===== config.mk =====
export PLATFORM = sky130hd
export DESIGN_NAME = sync_fifo_flags
export DESIGN_NICKNAME = d
export VERILOG_FILES = /design/src/rtl/fifo_pkg.sv /design/src/rtl/fifo_ram.sv /design/src/rtl/sync_fifo_flags.sv
export SDC_FILE = /design/constraint.sdc
export NUM_CORES = 1
export LEC_CHECK = 0
export BUFFER_PORTS_ARGS = -buffer_cell sky130_fd_sc_hd__buf_2
export CORE_AREA = 2 2 120 110
export CTS_CLUSTER_SIZE = 28
export DETAILED_ROUTE_END_ITERATION = 10
export DIE_AREA = 0 0 122 112
export MAX_ROUTING_LAYER = met4
export PLACE_DENSITY = 0.69
export SLEW_MARGIN = 20
export SYNTH_ARGS = -nofsm -noshare
export SYNTH_HDL_FRONTEND = slang
export SYNTH_SLANG_ARGS = --single-unit

===== constraint.sdc =====
create_clock -name clk -period 3 [get_ports clk]
set_input_delay 0.6 -clock clk [delete_from_list [all_inputs] [get_ports clk]]
set_output_delay 0.6 -clock clk [all_outputs]
set_load 0.005 [all_outputs]

===== src/rtl/fifo_pkg.sv =====
// fifo_pkg: shared helpers and mode constants for the flagged synchronous FIFO.
package fifo_pkg;
  localparam int FIFO_STD = 0;
  localparam int FIFO_FWFT = 1;
  function automatic int clog2(input int n);
    int r;
    r = 0;
    while ((1 << r) < n) r++;
    return r;
  endfunction
  localparam int PTR_W = clog2(16) + 1;
endpackage


===== src/rtl/fifo_ram.sv =====
// fifo_ram: register array with one write port and one asynchronous read port.
module fifo_ram
  import fifo_pkg::*;
#(
  parameter int W = 8,
  parameter int D = 16
) (
  input  logic                clk,
  input  logic                we,
  input  logic [clog2(D)-1:0] waddr,
  input  logic [W-1:0]        wdata,
  input  logic [clog2(D)-1:0] raddr,
  output logic [W-1:0]        rdata
);
  logic [W-1:0] mem [D];
  always_ff @(posedge clk) if (we) mem[waddr] <= wdata;
  assign rdata = mem[raddr];
endmodule


===== src/rtl/sync_fifo_flags.sv =====
// sync_fifo_flags: single-clock FIFO with count, threshold flags, error pulses and optional FWFT read.
module sync_fifo_flags
  import fifo_pkg::*;
#(
  parameter int W = 8,
  parameter int D = 16,
  parameter int AF_THRESH = D - 2,
  parameter int AE_THRESH = 2,
  parameter int FWFT = FIFO_STD
) (
  input  logic                 clk,
  input  logic                 rst,
  input  logic                 wr_en,
  input  logic [W-1:0]         data_in,
  input  logic                 rd_en,
  output logic [W-1:0]         data_out,
  output logic                 FULL,
  output logic                 EMPTY,
  output logic                 ALMOST_FULL,
  output logic                 ALMOST_EMPTY,
  output logic [$clog2(D):0]   count,
  output logic                 OVERFLOW,
  output logic                 UNDERFLOW
);
  localparam int AW = clog2(D);
  localparam int PW = AW + 1;
  logic [PW-1:0] wr_ptr, rd_ptr, wr_ptr_n, rd_ptr_n, cnt_n;
  logic          wr_acc, rd_acc;
  logic [W-1:0]  rdata, data_q;
  assign rd_acc = rd_en & ~EMPTY;
  assign wr_acc = wr_en & (~FULL | rd_acc);
  assign wr_ptr_n = wr_ptr + PW'(wr_acc);
  assign rd_ptr_n = rd_ptr + PW'(rd_acc);
  assign cnt_n = wr_ptr_n - rd_ptr_n;
  fifo_ram #(.W(W), .D(D)) u_ram (
    .clk  (clk),
    .we   (wr_acc),
    .waddr(wr_ptr[AW-1:0]),
    .wdata(data_in),
    .raddr(rd_ptr[AW-1:0]),
    .rdata(rdata)
  );
  // FWFT keeps a copy of the visible head so data_out holds once the FIFO drains
  always_ff @(posedge clk) begin
    if (rst) begin
      wr_ptr       <= '0;
      rd_ptr       <= '0;
      count        <= '0;
      EMPTY        <= 1'b1;
      FULL         <= 1'b0;
      ALMOST_EMPTY <= 1'b1;
      ALMOST_FULL  <= 1'b0;
      OVERFLOW     <= 1'b0;
      UNDERFLOW    <= 1'b0;
      data_q       <= '0;
    end else begin
      wr_ptr       <= wr_ptr_n;
      rd_ptr       <= rd_ptr_n;
      count        <= cnt_n;
      EMPTY        <= cnt_n == '0;
      FULL         <= cnt_n == PW'(D);
      ALMOST_EMPTY <= cnt_n <= PW'(AE_THRESH);
      ALMOST_FULL  <= cnt_n >= PW'(AF_THRESH);
      OVERFLOW     <= wr_en & ~wr_acc;
      UNDERFLOW    <= rd_en & EMPTY;
      data_q       <= ((FWFT == FIFO_FWFT) ? ~EMPTY : rd_acc) ? rdata : data_q;
    end
  end
  assign data_out = (FWFT == FIFO_FWFT && !EMPTY) ? rdata : data_q;
endmodule


==> results.md <==
* H-tree depth at 4
* CP Max Fanout at 4
* WL per Instance at 21.2 µm
* Synth Area in Compound Gates at 4.16%
* Post-synth ARST share at 0%
* Final ANT Viol Nets at 0
* Crit. End Element: flop
* Min-delay worst type: in2reg
* Vias per cell at 5.52
* Critical path class: reg2reg
* Final nets at 418
* CP max stage cell: or4_1
* CTS tree: yes
* Worst Path Buf+Inv at 0
* Crit Reg-Reg Endpoint: ALMOST_FULL$_SDFF_PP0_
* DRT iter0 DRCs at 281
* Num ports at 31
* Commonest cells post-synth: edfxtp_1, nor2_1, mux4_2
* Max-Cap Viols at 0
* Synth Area in Simple Gates at 5.44%
* Most used cell, CP: ha_1
* Clock latency on the worst-skew pair at 0.42 ns
* HPWL after detailed placement at 7.64 mm
* Clock root buffer: clkbuf_16
* Placed inst area at 6540 µm²
* Post-synth EDFFs at 128
* CP delay by family, top: simple AND/OR/NAND/NOR gates
* Pin slew with the least headroom to its limit at 0.727 ns
* GPL Wtd Cong at 0.843
* Mapped Nets at 361
* VDD IR-drop max at 0.000732 V
* Reg clk slew, reported paths at 0.06 ns
* Total power at 5.39 mW
* Count leader, synth: edfxtp_1
* Worst hold stages at 3
* Share of cells above drive strength 1 at 30.7%
* Num CTS Buffers at 17
* Synth Cell Area at 6070 µm²
* Tot GR Track Use at 19.9%
* Max-Slew Margin vs Limit at 51.4%
* Worst hold start: rd_en
* Vias in the first global route at 3236
* Worst Hold End: UNDERFLOW$_SDFF_PP0_
* Clk sink count at 157
* CTS Hold Bufs at 0
* Min Hold Slack at 0.442 ns
* Yosys reg bits at 157
* Core box area at 12400 µm²
* Critical Path AT at 3.12 ns
* Ranking of synthesized cells by area: edfxtp_1, mux4_2, dfxtp_1, nor2_1, a22oi_1
* Critical path required time at 3.34 ns
* Syn avg cell area at 17.9 µm²
* Final min period at 2.78 ns
* Ys Warns at 0
* Largest family of logic cells by synthesized area: multiplexers
* Final slew viol count at 0
* Final Core Density at 57.6%
* Yosys top cell by area: edfxtp_1
* Total gr overflow at 0
* Count of input and output buffers at 30
* Critical path, cell by cell: nand2b_1 > nand2_1 > and2_1 > ha_1 > ha_1 > ha_1 > nor2b_1 > o21ai_0 > nand2b_1 > xnor2_2 > or4_1 > o21ai_0
* Total iterations of the first detailed-routing run at 7
* Post-Synth Adder-Cell Area at 1.98%
* DIE AREA at 13700 µm²
* Die W at 122 µm
* Largest net degree at the start of global routing at 34
* DRC errors left at 0
* Status: completed
* Final cycle utilization of the critical path at 92.5%
* Worst R2R Setup Slack at 0.22 ns
* Final WL at 12.2 mm
* Setup WS post-layout at 0.225 ns
* Reg2Reg Depth at 12
* Pwr dens at 751 nW/µm²
* Synth Flop Type: edfxtp_1
* Initial Util at 48.8%
* Post-synthesis sequential area ratio at 72.8%
* Placed insts at 541
* Die Y at 112 µm
* Max stage delay on crit path at 0.47 ns
* P_leak at 2.48 nW
* Global-route wire length before repair at 18.5 mm
* Syn-to-layout area delta at 18.1%
* Pre-CTS setup slack at -0.0864 ns
* Hold Vio Cnt, Final at 0
* Post-synthesis xor/xnor area fraction at 2.10%
* Cell Rows at 39
* Max Fclk at 360 MHz
* Post-Syn Instances at 340
* Max Root-Sink Buffers at 2
* Inserted Diodes at 0
* RSZ-0062 raised after global routing: false
* Fill cell count at 946
* Initial antenna violation count at 0
* Final Setup Violations at 0
* Fin Clk Skew at 0.00887 ns
* Reg-to-reg startpoint: EMPTY$_SDFF_PP1_
* Setup TNS at 0 ns
* Mux share of post-synthesis cell area at 11.9%
* Layout Cells excl Fill at 574
* Layout Cell Area excl Fill at 7170 µm²
* Startpoint types: flop
* Top cell type's share of synthesized area at 63.3%
* Distinct cells, synth at 34
* Vias post-DR at 3169
cell families (layout without fill, tap and decap cells):
group | after synthesis | count (layout)
and+or+nand+nor | 67 | 67
adders and majority gates | 9 | 9
DFF | 157 | 157
muxes | 32 | 32
AOI/OAI and AO/OA | 39 | 39
xor gates and xnor gates | 12 | 12
buffers and inverters | 24 | 94
sequential cells by signal, indices dropped and copies added (netlist names):
register and flops:
ALMOST_EMPTY 1, ALMOST_FULL 1, EMPTY 1, FULL 1
OVERFLOW 1, UNDERFLOW 1, count 5, data_out 8
rd_ptr 5, u_ram.mem 128, wr_ptr 5
layer usage:
metal | up-vias | GRT usage (%) | share of wire (%)
met5 | - | - | 0
met4 | 0 | 6.97 | 1.4
met3 | 12 | 6.05 | 5.6
met2 | 92 | 29.0 | 48
met1 | 1626 | 26.9 | 45
li1 | 1439 | - | -
final cells by class:
cell class              count  area (µm²)  share of cell area [%]
clock buffers              26         499                    6.96
clock inverters             6         106                    1.48
inverters                   6        22.5                   0.314
multi-input cells         159        1570                    21.9
flip-flops and latches    157        4430                    61.7
well taps                 164         205                    2.86
repair buffers             56         345                    4.82
cell usage in the layout (no fill, tap or decap), types with 2 or more instances in the layout:
cell / n
nand3b_1: 2
buf_4: 26
nor2_1: 36
nand3_2: 2
a21o_1: 2
clkbuf_16: 17
a22oi_1: 16
buf_2: 30
dfxtp_1: 28
ha_1: 8
clkbuf_1: 5
o21ai_0: 2
inv_1: 6
a21oi_1: 16
xor2_1: 5
xor2_2: 2
mux4_2: 32
edfxtp_1: 128
nand3_1: 3
nor2b_1: 4
xnor2_2: 2
nand2_1: 4
xnor2_1: 3
and2_1: 2
clkbuf_8: 4
bufinv_16: 3
nor3_1: 4
nand2b_1: 4
worst max path at each step:
| stage | from | end | slack (ns) | cells after the start |
|---|---|---|---|---|
| floorplan | rd_en | ALMOST_FULL$_SDFF_PP0_ | 0.01 | 14 |
| global placement | rd_en | ALMOST_FULL$_SDFF_PP0_ | 0.07 | 13 |
| detailed placement | rd_en | FULL$_SDFF_PP0_ | -0.09 | 13 |
| CTS | EMPTY$_SDFF_PP1_ | FULL$_SDFF_PP0_ | 0.21 | 12 |
| global route | EMPTY$_SDFF_PP1_ | FULL$_SDFF_PP0_ | 0.0009 | 13 |
| finish | EMPTY$_SDFF_PP1_ | ALMOST_FULL$_SDFF_PP0_ | 0.22 | 12 |
timing repair:
action	in CTS	in global routing
endpoints found under the setup margin	0	1
endpoints found under the hold margin	0	0
buffers inserted	0	1
resized for setup	0	3
report_power, final:
group	total (mW)	internal (mW)	switching, mW
Sequential	2.49	2.45	0.0405
Combinational	0.729	0.358	0.371
Clock	2.17	1.39	0.773
Total	5.39	4.20	1.19
tightest hold or removal path: stages:
cell and delay (ns):
buf_2 0.11, nand2_1 0.07, nor2_1 0.04
(Power assumes the default switching activity.)
